--- src/rtl/uart_tx_word.sv ---
// Serialises a 32-bit word as four 8N1 frames, low byte first, LSB first within each byte.
// Bit timing comes from a 16x enable; BYTE_GAP idle bit periods can follow each stop bit.
module uart_tx_word #(
   parameter int BYTE_GAP = 0
) (
   input  logic        clk,
   input  logic        rst_n,
   input  logic        clken_16bps,
   input  logic [31:0] s_txd_data,
   input  logic        s_valid,
   output logic        s_ready,
   output logic        txd,
   output logic        busy,
   output logic        tx_done,
   output logic [2:0]  o_dbg_state
);

   typedef enum logic [2:0] {
      ST_IDLE  = 3'd0,
      ST_START = 3'd1,
      ST_DATA  = 3'd2,
      ST_STOP  = 3'd3,
      ST_GAP   = 3'd4
   } state_t;

   localparam bit         HAS_GAP    = (BYTE_GAP > 0);
   localparam int         GAP_LAST_I = HAS_GAP ? BYTE_GAP - 1 : 0;
   localparam logic [3:0] GAP_LAST   = 4'(GAP_LAST_I);

   state_t      r_state, w_state_nxt;
   logic [3:0]  r_tick,  w_tick_nxt;
   logic [2:0]  r_bit,   w_bit_nxt;
   logic [1:0]  r_byte,  w_byte_nxt;
   logic [3:0]  r_gap,   w_gap_nxt;
   logic [31:0] r_shift, w_shift_nxt;
   logic        r_txd,   w_txd_nxt;
   logic        r_done,  w_done_nxt;
   logic        w_bit_end;
   logic        w_frame_end;

   assign w_bit_end   = clken_16bps && (r_tick == 4'd15);
   // A frame ends after its stop bit, or after the last gap bit when a gap is configured.
   assign w_frame_end = w_bit_end &&
                        (((r_state == ST_STOP) && !HAS_GAP) ||
                         ((r_state == ST_GAP) && (r_gap == GAP_LAST)));

   always_comb begin
      w_state_nxt = r_state;
      w_tick_nxt  = r_tick;
      w_bit_nxt   = r_bit;
      w_byte_nxt  = r_byte;
      w_gap_nxt   = r_gap;
      w_shift_nxt = r_shift;
      w_txd_nxt   = r_txd;
      w_done_nxt  = 1'b0;

      if (clken_16bps && (r_state != ST_IDLE)) w_tick_nxt = r_tick + 4'd1;

      case (r_state)
         ST_IDLE: begin
            if (s_valid) begin
               w_state_nxt = ST_START;
               w_tick_nxt  = 4'd0;
               w_bit_nxt   = 3'd0;
               w_byte_nxt  = 2'd0;
               w_gap_nxt   = 4'd0;
               w_shift_nxt = s_txd_data;
               w_txd_nxt   = 1'b0;
            end
         end
         ST_START: begin
            if (w_bit_end) begin
               w_state_nxt = ST_DATA;
               w_bit_nxt   = 3'd0;
               w_txd_nxt   = r_shift[0];
            end
         end
         ST_DATA: begin
            // The register shifts once per data bit, so the next byte lands in [7:0].
            if (w_bit_end) begin
               w_shift_nxt = r_shift >> 1;
               if (r_bit == 3'd7) begin
                  w_state_nxt = ST_STOP;
                  w_txd_nxt   = 1'b1;
               end else begin
                  w_bit_nxt = r_bit + 3'd1;
                  w_txd_nxt = r_shift[1];
               end
            end
         end
         ST_STOP, ST_GAP: begin
            if (w_frame_end) begin
               if (r_byte == 2'd3) begin
                  w_state_nxt = ST_IDLE;
                  w_done_nxt  = 1'b1;
                  w_txd_nxt   = 1'b1;
               end else begin
                  w_state_nxt = ST_START;
                  w_byte_nxt  = r_byte + 2'd1;
                  w_txd_nxt   = 1'b0;
               end
            end else if (w_bit_end) begin
               if (r_state == ST_STOP) begin
                  w_state_nxt = ST_GAP;
                  w_gap_nxt   = 4'd0;
               end else begin
                  w_gap_nxt = r_gap + 4'd1;
               end
            end
         end
         default: begin
            w_state_nxt = ST_IDLE;
            w_txd_nxt   = 1'b1;
         end
      endcase
   end

   always_ff @(posedge clk) begin
      if (rst_n) begin
         r_state <= ST_IDLE;
         r_tick  <= 4'd0;
         r_bit   <= 3'd0;
         r_byte  <= 2'd0;
         r_gap   <= 4'd0;
         r_shift <= 32'd0;
         r_txd   <= 1'b1;
         r_done  <= 1'b0;
      end else begin
         r_state <= w_state_nxt;
         r_tick  <= w_tick_nxt;
         r_bit   <= w_bit_nxt;
         r_byte  <= w_byte_nxt;
         r_gap   <= w_gap_nxt;
         r_shift <= w_shift_nxt;
         r_txd   <= w_txd_nxt;
         r_done  <= w_done_nxt;
      end
   end

   assign s_ready     = (r_state == ST_IDLE);
   assign busy        = (r_state != ST_IDLE);
   assign txd         = r_txd;
   assign tx_done     = r_done;
   assign o_dbg_state = r_state;

endmodule
--- config.mk ---
export PLATFORM = sky130hd
export DESIGN_NAME = uart_tx_word
export DESIGN_NICKNAME = d
export VERILOG_FILES = /design/src/rtl/uart_tx_word.sv
export SDC_FILE = /design/constraint.sdc
export NUM_CORES = 1
export LEC_CHECK = 0
export ABC_AREA = 0
export BUFFER_PORTS_ARGS = -buffer_cell sky130_fd_sc_hd__buf_2
export CORE_MARGIN = 3
export CORE_UTILIZATION = 55
export CTS_CLUSTER_SIZE = 30
export DETAILED_ROUTE_END_ITERATION = 10
export HOLD_SLACK_MARGIN = 0.05
export PLACE_DENSITY = 0.77
export SLEW_MARGIN = 15
export SYNTH_ARGS = -nofsm -noshare
export SYNTH_HDL_FRONTEND = slang
export SYNTH_SLANG_ARGS = --single-unit
--- constraint.sdc ---
create_clock -name clk -period 2.8 [get_ports clk]
set_clock_uncertainty 0.05 [all_clocks]
set_input_delay 0.84 -clock clk [delete_from_list [all_inputs] [get_ports clk]]
set_output_delay 0.84 -clock clk [all_outputs]
set_load 0.01 [all_outputs]
# Word level (Yosys, flattened, before mapping)
# Index checks and enable logic that the tools add are counted.
# totals
reg_bits	50
inputBits	36
output_inout_bits	7
word_cells	87
# classes
add_sub_neg	4
n_eq_ne	18
muxes	36
n_bitwise	2
n_reduce_logical	19
# op_table
cell	count
$mux 32	2
$pmux 32 s2	1
$mux 3	11
$mux 4	7
$ne 2x2->1 const B	9
$pmux 3 s4	1
$reduce_and 4->1	3
$pmux 3 s3	1
$add 4x1->4 const B	2
$pmux 4 s2	1
$mux 1	7
$eq 3x2->1 const B	2
$eq 3x3->1 const B	2
$mux 2	3
$ne 3x3->1 const B	2
$reduce_and 6->1	1
$reduce_bool 3->1	2
$reduce_and 5->1	1
$eq 4x4->1 const B	1
$logic_and 1x1->1	4
$logic_not 4->1	1
$pmux 1 s4	1
$pmux 2 s2	1
$reduce_bool 2->1	2
10 further kinds	11

# Longest topological paths before layout
# Gate-level depths: netlist of run 1.
# depth
depth_word	6
depth_mapped	8
ltp_nobuf	6

# Least setup slack after synthesis of run 1
# No wires, ideal clock.
# synth_timing
kind	input-to-reg
startpoint	in clken_16bps
endpoint	reg r_shift[10]
setup_ns	0.091
t_arrival_ns	1.946
setup_slack_ns	0.713
cell_stages	7
n_path_buf	3
cell_sequence	and4_1 -> buf_2 -> a21o_1 -> and2_1 -> clkbuf_1 -> buf_2 -> a311oi_1
# synth_via
elab_chain_cells	3
# synth_rtl
element	line_no	source
start, declared	8	input logic clken_16bps,
$logic_and 1x1->1	41	assign w_bit_end = clken_16bps && (r_tick == 4'd15);
$ne 2x2->1 (no line)	n/a	
$reduce_and 3->1 (no line)	n/a	
end signal, assigned	134	r_shift <= w_shift_nxt;
end, declared	35	logic [31:0] r_shift, w_shift_nxt;
# Every way passes these cells.
# A chain may end at the register's enable or synchronous reset.

# Worst setup path in the final report of run 1
# layout_timing
startpoint	reg r_state[0], in the netlist o_dbg_state[0]
endpoint	out s_ready
# layout_via
elab_chain_cells	1
# layout_rtl
element	line_no	source
start, declared	30	state_t r_state, w_state_nxt;
start signal, assigned	129	r_state <= w_state_nxt;
$logic_not 3->1	140	assign s_ready = (r_state == ST_IDLE);
end, declared	11	output logic s_ready,
# Every way passes these cells.

==> results of run 1 <==
## cell usage in the layout, fill, tap and decap left out, types with 2 or more instances in the layout
| master | Yosys | layout |
|---|---|---|
| clkbuf_8 | 0 | 6 |
| or3b_2 | 2 | 2 |
| dfxtp_1 | 50 | 50 |
| a41o_1 | 3 | 3 |
| nor3_1 | 2 | 2 |
| nor3b_1 | 2 | 2 |
| a21oi_1 | 41 | 41 |
| buf_2 | 10 | 42 |
| a311oi_1 | 32 | 32 |
| nor4b_1 | 3 | 3 |
| buf_4 | 0 | 8 |
| nand3_1 | 9 | 9 |
| xor2_1 | 3 | 3 |
| ha_1 | 6 | 6 |
| a21o_1 | 2 | 2 |
| o22ai_1 | 2 | 2 |
| nand2_1 | 75 | 75 |
| nor4_1 | 2 | 2 |
| nor2_1 | 10 | 9 |
| or3_1 | 2 | 2 |
| inv_1 | 5 | 5 |
| o21ai_0 | 6 | 6 |
| a211oi_1 | 3 | 3 |
| nand2b_1 | 3 | 3 |
## state kept, by name, indices dropped and copies added, names as in the netlist
| name | flops |
|---|---|
| r_byte | 2 |
| r_shift | 32 |
| o_dbg_state | 3 |
| r_gap | 4 |
| tx_done | 1 |
| r_tick | 4 |
| txd | 1 |
| r_bit | 3 |
## synth_stat cells, types with 3 or more instances
| cell | number | share of area |
|---|---|---|
| nand2_1 | 75 | 0.11 |
| dfxtp_1 | 50 | 0.40 |
| a21oi_1 | 41 | 0.083 |
| a311oi_1 | 32 | 0.11 |
| clkbuf_1 | 17 | 0.026 |
| buf_2 | 10 | 0.020 |
| nor2_1 | 10 | 0.015 |
| nand3_1 | 9 | 0.018 |
| ha_1 | 6 | 0.030 |
| o21ai_0 | 6 | 0.012 |
| inv_1 | 5 | 0.0076 |
| a211oi_1 | 3 | 0.0091 |
| a41o_1 | 3 | 0.012 |
| nand2b_1 | 3 | 0.0076 |
| nor4b_1 | 3 | 0.011 |
| xor2_1 | 3 | 0.011 |
## worst min-delay path, delay by kind of cell, from the launching register on
kind / cells / cell delay [ps]
flops: 1 / 320
compound gates: 1 / 70
simple gates: 1 / 50
## metrics by stage
stage	instances	hold WS [ps]	total power [mW]	setup slack (ps)	cell area (um2)
6_report	390	431.0	1.373	387.6	2796
2_1_floorplan	310	382.0	0.8917	713.4	2477
3_5_place_dp	382	418.6	0.9473	392.3	2701
3_3_place_gp	382	400.0	0.9444	431.4	2701
4_1_cts	390	426.9	1.388	379.8	2796
5_1_grt	390	447.1	1.441	278.1	2796
## logic make-up (layout without fill, tap and decap cells)
family,Yosys count,after routing
compound gates,96,96
xor+xnor,4,4
fa+ha+maj,6,6
buf+inv,33,63
flops,50,50
mux,1,1
simple gates,120,120
## power groups by stage
stage	clock network, mW	registers (mW)	logic, mW
2_1_floorplan	0	0.784	0.107
4_1_cts	0.456	0.776	0.156
6_report	0.441	0.776	0.156
3_3_place_gp	0	0.791	0.154
3_5_place_dp	0	0.791	0.156
5_1_grt	0.482	0.781	0.178
## path summary, 6_finish.rpt
| kind | from | to | slack [ps] | depth (start not counted) |
|---|---|---|---|---|
| setup / recovery | o_dbg_state[0]$_SDFFE_PP0P_ | s_ready | 390 | 3 |
| hold / removal | r_shift[24]$_SDFFE_PP0P_ | r_shift[23]$_SDFFE_PP0P_ | 430 | 2 |
| setup reg to reg | r_tick[0]$_SDFF_PP0_ | r_shift[9]$_SDFFE_PP0P_ | 770 | 6 |
| hold reg to reg | r_shift[24]$_SDFFE_PP0P_ | r_shift[23]$_SDFFE_PP0P_ | 430 | 2 |
## cell type report
cell class              instances  area, um2
fillers                       372       1376
multi-input cells             227       1349
flip-flops and latches         50       1001
repair buffers                 50      270.3
clock buffers                   6      82.58
well taps                      50      62.56
inverters                       5      18.77
clock inverters                 2      12.51
## routing by layer
layer  GRT usage  share of wire  up-vias
met5           0              0        -
met4     0.06352         0.0085        0
met3     0.05234          0.066        5
met2      0.3277           0.44       76
met1      0.3044           0.48     1033
li1            -              -     1193
==> run_results.csv, run 1 <==
group,metric,value,unit
pwr,power.net_switching,354.3,uW
placement,hpwl,3653,um
clocking,worstSkewPairLatency,300,ps
synth,synth_edf_count,0,
worst_setup_path,crit_type,"reg2out",
timing,rsz0062_at_grt,"no",
synth,synth_top_family_by_area,"compound AO/OA/AOI/OAI gates",
timing,drv_slew,0,
clocking,root_buffer,"clkbuf_8",
worst_setup_path,critical_path.slowest_cell,"or3_1",
synth,synth_compound_area_frac,0.2652,
pwr,p_leak,1.152,nW
clocking,cts_setup_buffers,0,
timing,setup_violations,0,
synth,synth-simple-area-share,0.2273,
clocking,clk_path_buf_depth,2,
finish,antenna_cells,0,
floorplanning,die_w,73.12,um
synth,synthXorXnorAreaFrac,0.01414,
finish,fin_nets,381,
synth,syn_avg_cell_area,7.992,um2
clocking,holdBufCountCts,0,
synth,synth_cells,310,
synth,ys_warn_count,0,
timing,slew_headroom,0.5824,
clocking,clk_pin_slew,90,ps
floorplanning,placement_rows,23,
clocking,cts_tree,"built",
synth,synth_seq_cells,50,
detailed_routing,routed_wl,5514,um
global_routing,antenna_found_initial,0,
detailed_routing,vias,2307,
timing,tightest_slew,626.4,ps
synth,ys_types,43,
floorplanning,core,4173,um2
global_routing,track_usage,0.2165,
outcome,status,"finished, final reports clean",
pwr,p_int,1.019,mW
worst_setup_path,critical_path.max_fanout,15,
timing,finalSetupTns,0,ps
run,drv_cap,0,
timing,finalCriticalPeriod,2412,ps
clocking,cts_buffers,5,
detailed_routing,drt-pass1-iter-count,4,
worst_setup_path,critPathBufInv,2,
placement,portBuffers,42,
worst_setup_path,required,1910,ps
clocking,htree_levels,2,
synth,syn_area,2477,um2
detailed_routing,routedWlPerCell,14.14,um
clocking,cts_resized,0,
floorplanning,start_util,0.5937,
worst_setup_path,cp-end-kind,"output port",
floorplanning,ios,43,
finish,drive_gt1_frac,0.1912,
clocking,clock_sinks,50,
global_routing,grt-ovfl-total,0,
synth,synth-main-ff-cell,"dfxtp_1",
worst_setup_path,cp_slowest_stage_delay,510,ps
timing,period_share,0.8616,
pwr,switching_share,0.2580,
worst_setup_path,crit_chain,"or3_1 > inv_1 > buf_2",
pwr,powerDensity,491.0,nW/um2
timing,max_freq,414.5,MHz
detailed_routing,ant_nets,0,
worst_setup_path,arrival,1520,ps
placement,gp_congestion,0.7952,
global_routing,grt_max_degree,35,
worst_hold_path,hold_path.class,"reg2reg",
floorplanning,die-area,5346,um2
synth,synth_fa_ha_area_frac,0.03030,
detailed_routing,drtIter0Drc,183,
pwr,clockPowerShare,0.321,
pwr,seq_power_share,0.565,
synth,syn-num-nets,352,
detailed_routing,drt-vias-per-instance,5.915,
timing,hold_viol,0,
finish,utilization,0.6702,
synth,seq_area_frac_synth,0.4040,
worst_setup_path,crit_path_start_kind,"flip-flop",
synth,async_reset_ff_frac,0,
global_routing,grt_pass1_wl,9342,um
pwr,vdd_drop_max,0.0003092,V
floorplanning,dieHeight,73.12,um
global_routing,grt_pass1_vias,2086,
pwr,p_comb_frac,0.114,
detailed_routing,post-route-drc-count,0,
worst_setup_path,critPathTopFamily,"simple AND/OR/NAND/NOR gates",
finish,area_growth,12.88,%
synth,synth.area.mux_share,0.004040,
Note: power is estimated with default switching activity, not from simulation.
==> run 2, diff against run 1 <==
Settings changed: ABC_AREA 0 to 1.
==> run 2 against run 1 <==
  * Global-route usage decreased by 1.3 points
  * Synthesized cell count increased by 6.5%
  * Power increased by 82%
  * Area after synthesis decreased by 5.5%
  * Fmax increased by 11%
  * Sequential share of layout area increased by 1.5 points
  * Register-to-register slack improved by 110 ps
  * Hold slack improved by 1.8 ps
  * Via count decreased by 4.5%
  * Non-clock buffer count decreased by 5
  * Die area decreased by 5.0%
  * Critical path type unchanged
==> run_results.csv, run 2 <==
group,metric,value,unit
outcome,status,"finished, final reports clean",
finish,regMostFlops,"r_shift",
placement,gp_congestion,0.8624,
synth,ys_types,25,
worst_setup_path,critPathTopFamily,"flip-flops",
clocking,cts_buffers,5,
worst_setup_path,arrival,1290,ps
clocking,htree_levels,2,
clocking,root_buffer,"clkbuf_8",
timing,setup_violations,0,
synth,syn-num-nets,372,
finish,final_cell_mix,"nand2_1 (111), dfxtp_1 (50), buf_2 (42)",
finish,utilization,0.6608,
clocking,cts_resized,0,
timing,period_share,0.7796,
detailed_routing,routedWlPerCell,11.71,um
synth,yosys.area.top_type,"dfxtp_1",
timing,tightest_slew,392.9,ps
worst_setup_path,reg2regPathDepth,9,
global_routing,grt_pass1_wl,8507,um
clocking,cts_tree,"built",
placement,hpwl,3400,um
synth,syn_avg_cell_area,7.098,um2
worst_setup_path,r2r_start,"o_dbg_state[0]$_SDFFE_PP0P_",
pwr,switching_share,0.4001,
global_routing,grt_max_degree,65,
floorplanning,die_w,71.26,um
timing,max_freq,458.1,MHz
synth,synth.area.top_cells,"dfxtp_1 (43%), nand2_1 (18%), a31oi_1 (8.3%)",
floorplanning,start_util,0.5772,
worst_hold_path,hold_path.class,"reg2reg",
detailed_routing,vias,2204,
synth,synth_edf_count,0,
pwr,powerDensity,933.6,nW/um2
pwr,p_comb_frac,0.394,
global_routing,antenna_found_initial,0,
finish,fin_nets,408,
pwr,vdd_drop_max,0.0003841,V
clocking,clock_sinks,50,
synth,yosys-top-cells-count,"nand2_1 (111), dfxtp_1 (50), a31oi_1 (31), o21ai_1 (27), nor2_1 (20)",
clocking,worstSkewPairLatency,300,ps
timing,slew_headroom,0.7380,
detailed_routing,drtIter0Drc,155,
worst_setup_path,critPathBufInv,3,
synth,seq_area_frac_synth,0.4274,
timing,drv_slew,0,
detailed_routing,post-route-drc-count,0,
synth,syn_area,2342,um2
synth,synth.most_common_cell,"nand2_1",
finish,area_growth,14.48,%
synth,synth_cells,330,
finish,antenna_cells,0,
worst_setup_path,r2r_setup_slack,880,ps
timing,finalCriticalPeriod,2183,ps
synth,synth_seq_cells,50,
pwr,seq_power_share,0.406,
placement,portBuffers,42,
detailed_routing,ant_nets,0,
pwr,p_int,1.502,mW
floorplanning,core,4058,um2
worst_setup_path,cp_slowest_stage_delay,490,ps
floorplanning,ios,43,
worst_hold_path,hold_start,"r_bit[1]$_SDFFE_PP0P_",
detailed_routing,drt-pass1-iter-count,4,
timing,finalSetupTns,0,ps
placement,placed_cell_area,2575,um2
finish,drive_gt1_frac,0.1608,
floorplanning,dieHeight,71.26,um
worst_setup_path,critical_path.slowest_cell,"dfxtp_1",
run,drv_cap,0,
clocking,clk_pin_slew,90,ps
floorplanning,die-area,5078,um2
worst_setup_path,crit_type,"reg2out",
finish,nFillCells,371,
worst_setup_path,crit_chain,"inv_1 > nand2_2 > inv_2 > buf_2",
global_routing,grt-ovfl-total,0,
worst_setup_path,r2r-end,"r_bit[2]$_SDFFE_PP0P_",
detailed_routing,routed_wl,4885,um
synth,async_reset_ff_frac,0,
global_routing,grt_pass1_vias,2014,
pwr,power.net_switching,1.002,mW
global_routing,track_usage,0.2036,
pwr,p_leak,1.202,nW
worst_hold_path,whs_endpoint,"r_bit[1]$_SDFFE_PP0P_",
worst_setup_path,cp-end-kind,"output port",
detailed_routing,drt-vias-per-instance,5.285,
worst_setup_path,critical_path.max_fanout,7,
finish,final_common_cell,"nand2_1",
finish,largest_reg_flops,32,
timing,hold_viol,0,
synth,synth_top_area_frac,0.4274,
timing,rsz0062_at_grt,"no",
floorplanning,placement_rows,23,
finish,finalInstanceArea,2681,um2
synth,ys_warn_count,0,
clocking,holdBufCountCts,0,
clocking,cts_setup_buffers,0,
worst_setup_path,crit_path_start_kind,"flip-flop",
synth,synth-main-ff-cell,"dfxtp_1",
finish,reg.largest.list,"r_shift (32), r_gap (4), r_tick (4)",
worst_hold_path,hold_path_depth,2,
pwr,clockPowerShare,0.200,
clocking,clk_path_buf_depth,2,
worst_setup_path,required,1910,ps
[run 2: layout make-up]
cell class / instances / area [um2] / share of cell area
Multi-Input combinational cell: 244 / 1191 / 0.4442
Clock inverter: 1 / 30.03 / 0.01120
Inverter: 20 / 75.07 / 0.02800
Sequential cell: 50 / 1001 / 0.3733
Clock buffer: 7 / 76.32 / 0.02846
Timing Repair Buffer: 45 / 245.2 / 0.09146
Tap cell: 50 / 62.56 / 0.02333
[run 2: power by group through the flow]
stage	clock (mW)	combinational (mW)	sequential, mW
final	0.500	0.987	1.02
after detailed placement	0	0.986	1.03
after floorplan	0	0.773	1.01
after CTS	0.508	0.993	1.02
after global placement	0	0.962	1.03
after global routing	0.535	1.15	1.04
[run 2: metrics by stage]
step           total power [mW]  setup WS (ps)  std cells  hold WS [ps]
2_1_floorplan             1.783          969.8        330         392.8
3_3_place_gp              1.989          732.7        409         409.5
3_5_place_dp              2.015          645.9        409         421.8
4_1_cts                   2.516          621.3        417         434.2
5_1_grt                   2.728          530.4        417         452.1
6_report                  2.503          617.2        417         432.8
[run 2: per-layer routing]
| layer | track usage | vias up | routed length (um) |
|---|---|---|---|
| li1 | - | 1178 | - |
| met1 | 0.2509 | 977 | 2278 |
| met2 | 0.3541 | 41 | 2340 |
| met3 | 0.04628 | 8 | 201 |
| met4 | 0.06054 | 0 | 64 |
| met5 | 0 | - | 0 |
[run 2: how the worst max path moves through the flow]
| stage | startpoint | end | slack (ps) | cells past startpoint |
|---|---|---|---|---|
| floorplan | clken_16bps | r_bit[2]$_SDFFE_PP0P_ | 970 | 9 |
| global placement | clken_16bps | r_bit[2]$_SDFFE_PP0P_ | 730 | 10 |
| detailed placement | clken_16bps | r_bit[2]$_SDFFE_PP0P_ | 650 | 10 |
| CTS | o_dbg_state[1]$_SDFFE_PP0P_ | s_ready | 620 | 4 |
| global route | o_dbg_state[1]$_SDFFE_PP0P_ | s_ready | 530 | 4 |
| finish | o_dbg_state[1]$_SDFFE_PP0P_ | s_ready | 620 | 4 |
[run 2: worst reg2reg max path: stages, from the launching register on]
cell     delay, ps
dfxtp_1        520
nor2_4         100
nand2_4        310
nand2_1        160
nand2_1        140
nand2_1         70
nor2_1         210
inv_1          110
nand2_1         70
a21oi_1         60
[run 2: logic make-up (layout without fill, tap and decap cells)]
| kind of cell | count (synthesis) | in the layout | share of synthesized area |
|---|---|---|---|
| DFF | 50 | 50 | 0.4274 |
| buffers and inverters | 36 | 73 | 0.06410 |
| AOI/OAI and AO/OA | 80 | 80 | 0.1955 |
| xor gates and xnor gates | 2 | 2 | 0.007480 |
| adders and majority gates | 6 | 6 | 0.03205 |
| and+or+nand+nor | 156 | 156 | 0.2735 |
==> run 3, diff against run 2 <==
Settings changed: ABC_AREA 1 to 0.
Clock period 2.8 ns to 2.2 ns, I/O delays scaled along.
==> run 3 against run 2 <==
  * Via count rose by 8.4%
  * Flip-flop and latch count stayed put
  * Critical path depth is 1 lower
  * Global-route usage grew 2.5 points
  * Register-to-register slack lost 650 ps
  * Wire length is 22% higher
  * Sequential share of layout area is 2.2 points lower
  * Worst setup slack got worse by 520 ps
  * Clock power increased by 27%
==> run_results.csv, run 3 (synthesized netlist as in run 1, its figures left out) <==
group,metric,value,unit
worst_setup_path,crit_path_start_kind,"flip-flop",
worst_setup_path,critical_path.max_fanout,9,
outcome,status,"finished, final reports clean",
worst_setup_path,arrival,1390,ps
finish,final_common_cell,"nand2_1",
placement,gp_congestion,0.8553,
global_routing,antenna_found_initial,0,
global_routing,grt_pass1_wl,9867,um
finish,utilization,0.6834,
pwr,p_leak,1.180,nW
finish,reg.largest.list,"r_shift (32), r_gap (4), r_tick (4)",
worst_hold_path,hold_path_depth,2,
timing,hold_slack,430.9,ps
pwr,total_power,1.833,mW
clocking,clk_path_buf_depth,2,
clocking,cts_tree,"built",
finish,regMostFlops,"r_shift",
finish,nFillCells,343,
finish,drive_gt1_frac,0.2029,
finish,final_cells,395,
worst_setup_path,r2r_setup_slack,230,ps
finish,antenna_cells,0,
timing,hold_viol,0,
detailed_routing,ant_nets,0,
detailed_routing,vias,2389,
timing,slew_headroom,0.5644,
clocking,htree_levels,2,
floorplanning,die_w,73.12,um
floorplanning,core,4173,um2
finish,fin_nets,386,
detailed_routing,drt-vias-per-instance,6.048,
clocking,holdBufCountCts,0,
global_routing,grt_pass1_vias,2153,
worst_setup_path,required,1490,ps
worst_setup_path,crit_type,"reg2out",
finish,final_cell_mix,"nand2_1 (75), dfxtp_1 (49), buf_2 (42)",
detailed_routing,routed_wl,5957,um
detailed_routing,drt-pass1-iter-count,5,
timing,max_freq,476.3,MHz
timing,drv_slew,0,
pwr,vdd_drop_max,0.0003901,V
floorplanning,die-area,5346,um2
floorplanning,dieHeight,73.12,um
clocking,root_buffer,"clkbuf_8",
floorplanning,start_util,0.5937,
timing,tightest_slew,651.9,ps
placement,hpwl,4072,um
worst_hold_path,whs_endpoint,"r_shift[14]$_SDFFE_PP0P_",
worst_hold_path,hold_start,"r_shift[15]$_SDFFE_PP0P_",
detailed_routing,routedWlPerCell,15.08,um
pwr,powerDensity,642.8,nW/um2
placement,portBuffers,42,
timing,setup_violations,0,
detailed_routing,drtIter0Drc,257,
timing,rsz0062_at_grt,"no",
worst_setup_path,reg2regPathDepth,6,
placement,dp.cells,387,
clocking,cts_buffers,5,
finish,largest_reg_flops,32,
worst_setup_path,r2r_start,"r_gap[0]$_SDFFE_PP0P_",
worst_setup_path,cp-end-kind,"output port",
global_routing,grt_max_degree,34,
floorplanning,ios,43,
global_routing,track_usage,0.2282,
worst_setup_path,r2r-end,"r_byte[0]$_SDFFE_PP0P_",
finish,area_growth,15.10,%
clocking,clk_pin_slew,90,ps
worst_hold_path,hold_path.class,"reg2reg",
clocking,clock_sinks,50,
timing,period_share,0.9543,
run,drv_cap,0,
floorplanning,placement_rows,23,
detailed_routing,post-route-drc-count,0,
timing,finalSetupTns,0,ps
global_routing,grt-ovfl-total,0,
clocking,worstSkewPairLatency,300,ps
timing,finalCriticalPeriod,2100,ps
## run 3: cell count changes in the layout (fill, tap and decap cells not counted), sizes merged, moves of 11 or more
cell    change
nor2       -11
a311oi     +32
nand2      -38
a21oi      +30
a31oi      -30
inv        -15
o21ai      -29
## run 3: timing repair
action / 4_1_cts / 5_1_grt
setup endpoints to repair: 1 / 1
gates resized for setup: 1 / 1
setup buffers: 0 / 0
## run 3: where the power goes
part / switching (mW) / internal, mW
combinational: 0.117 / 0.0926
sequential: 0.0312 / 0.956
clock: 0.296 / 0.341
## run 3: worst max-delay path: stages (launching register included)
cell     delay, ps
dfxtp_1        430
or3_4          460
inv_1           80
buf_2          120
## run 3: metrics by stage
step	worst slack, ps	area [um2]
detailed placement	160.3	2739
global placement	214.5	2739
finish	100.5	2851
CTS	30.68	2846
global route	13.43	2851
floorplan	293.4	2477
## run 3: area by class of cell
class,count,area (um2),area share
Sequential cell,50,1002,0.3515
Clock buffer,7,76.32,0.02677
Inverter,5,18.77,0.006582
Timing Repair Buffer,55,307.8,0.1079
Clock inverter,1,30.03,0.01053
Multi-Input combinational cell,227,1354,0.4748
Tap cell,50,62.56,0.02194
## run 3: worst max path at each step
| stage | start | endpoint | slack [ps] | cells after the start |
|---|---|---|---|---|
| finish | o_dbg_state[0]$_SDFFE_PP0P_ | s_ready | 100 | 3 |
| global route | o_dbg_state[0]$_SDFFE_PP0P_ | s_ready | 10 | 3 |
| CTS | o_dbg_state[0]$_SDFFE_PP0P_ | s_ready | 30 | 3 |
| detailed placement | clken_16bps | r_byte[0]$_SDFFE_PP0P_ | 160 | 5 |
| global placement | clken_16bps | r_gap[2]$_SDFFE_PP0P_ | 210 | 5 |
| floorplan | clken_16bps | r_shift[10]$_SDFFE_PP0P_ | 290 | 7 |
## run 3: per-layer routing
metal  GRT usage  up-vias  part of all wire
met1      0.3161     1105              0.45
met4     0.06967        0             0.011
li1            -     1194                 -
met2      0.3635       85              0.48
met5           0        -                 0
met3     0.03581        5             0.062
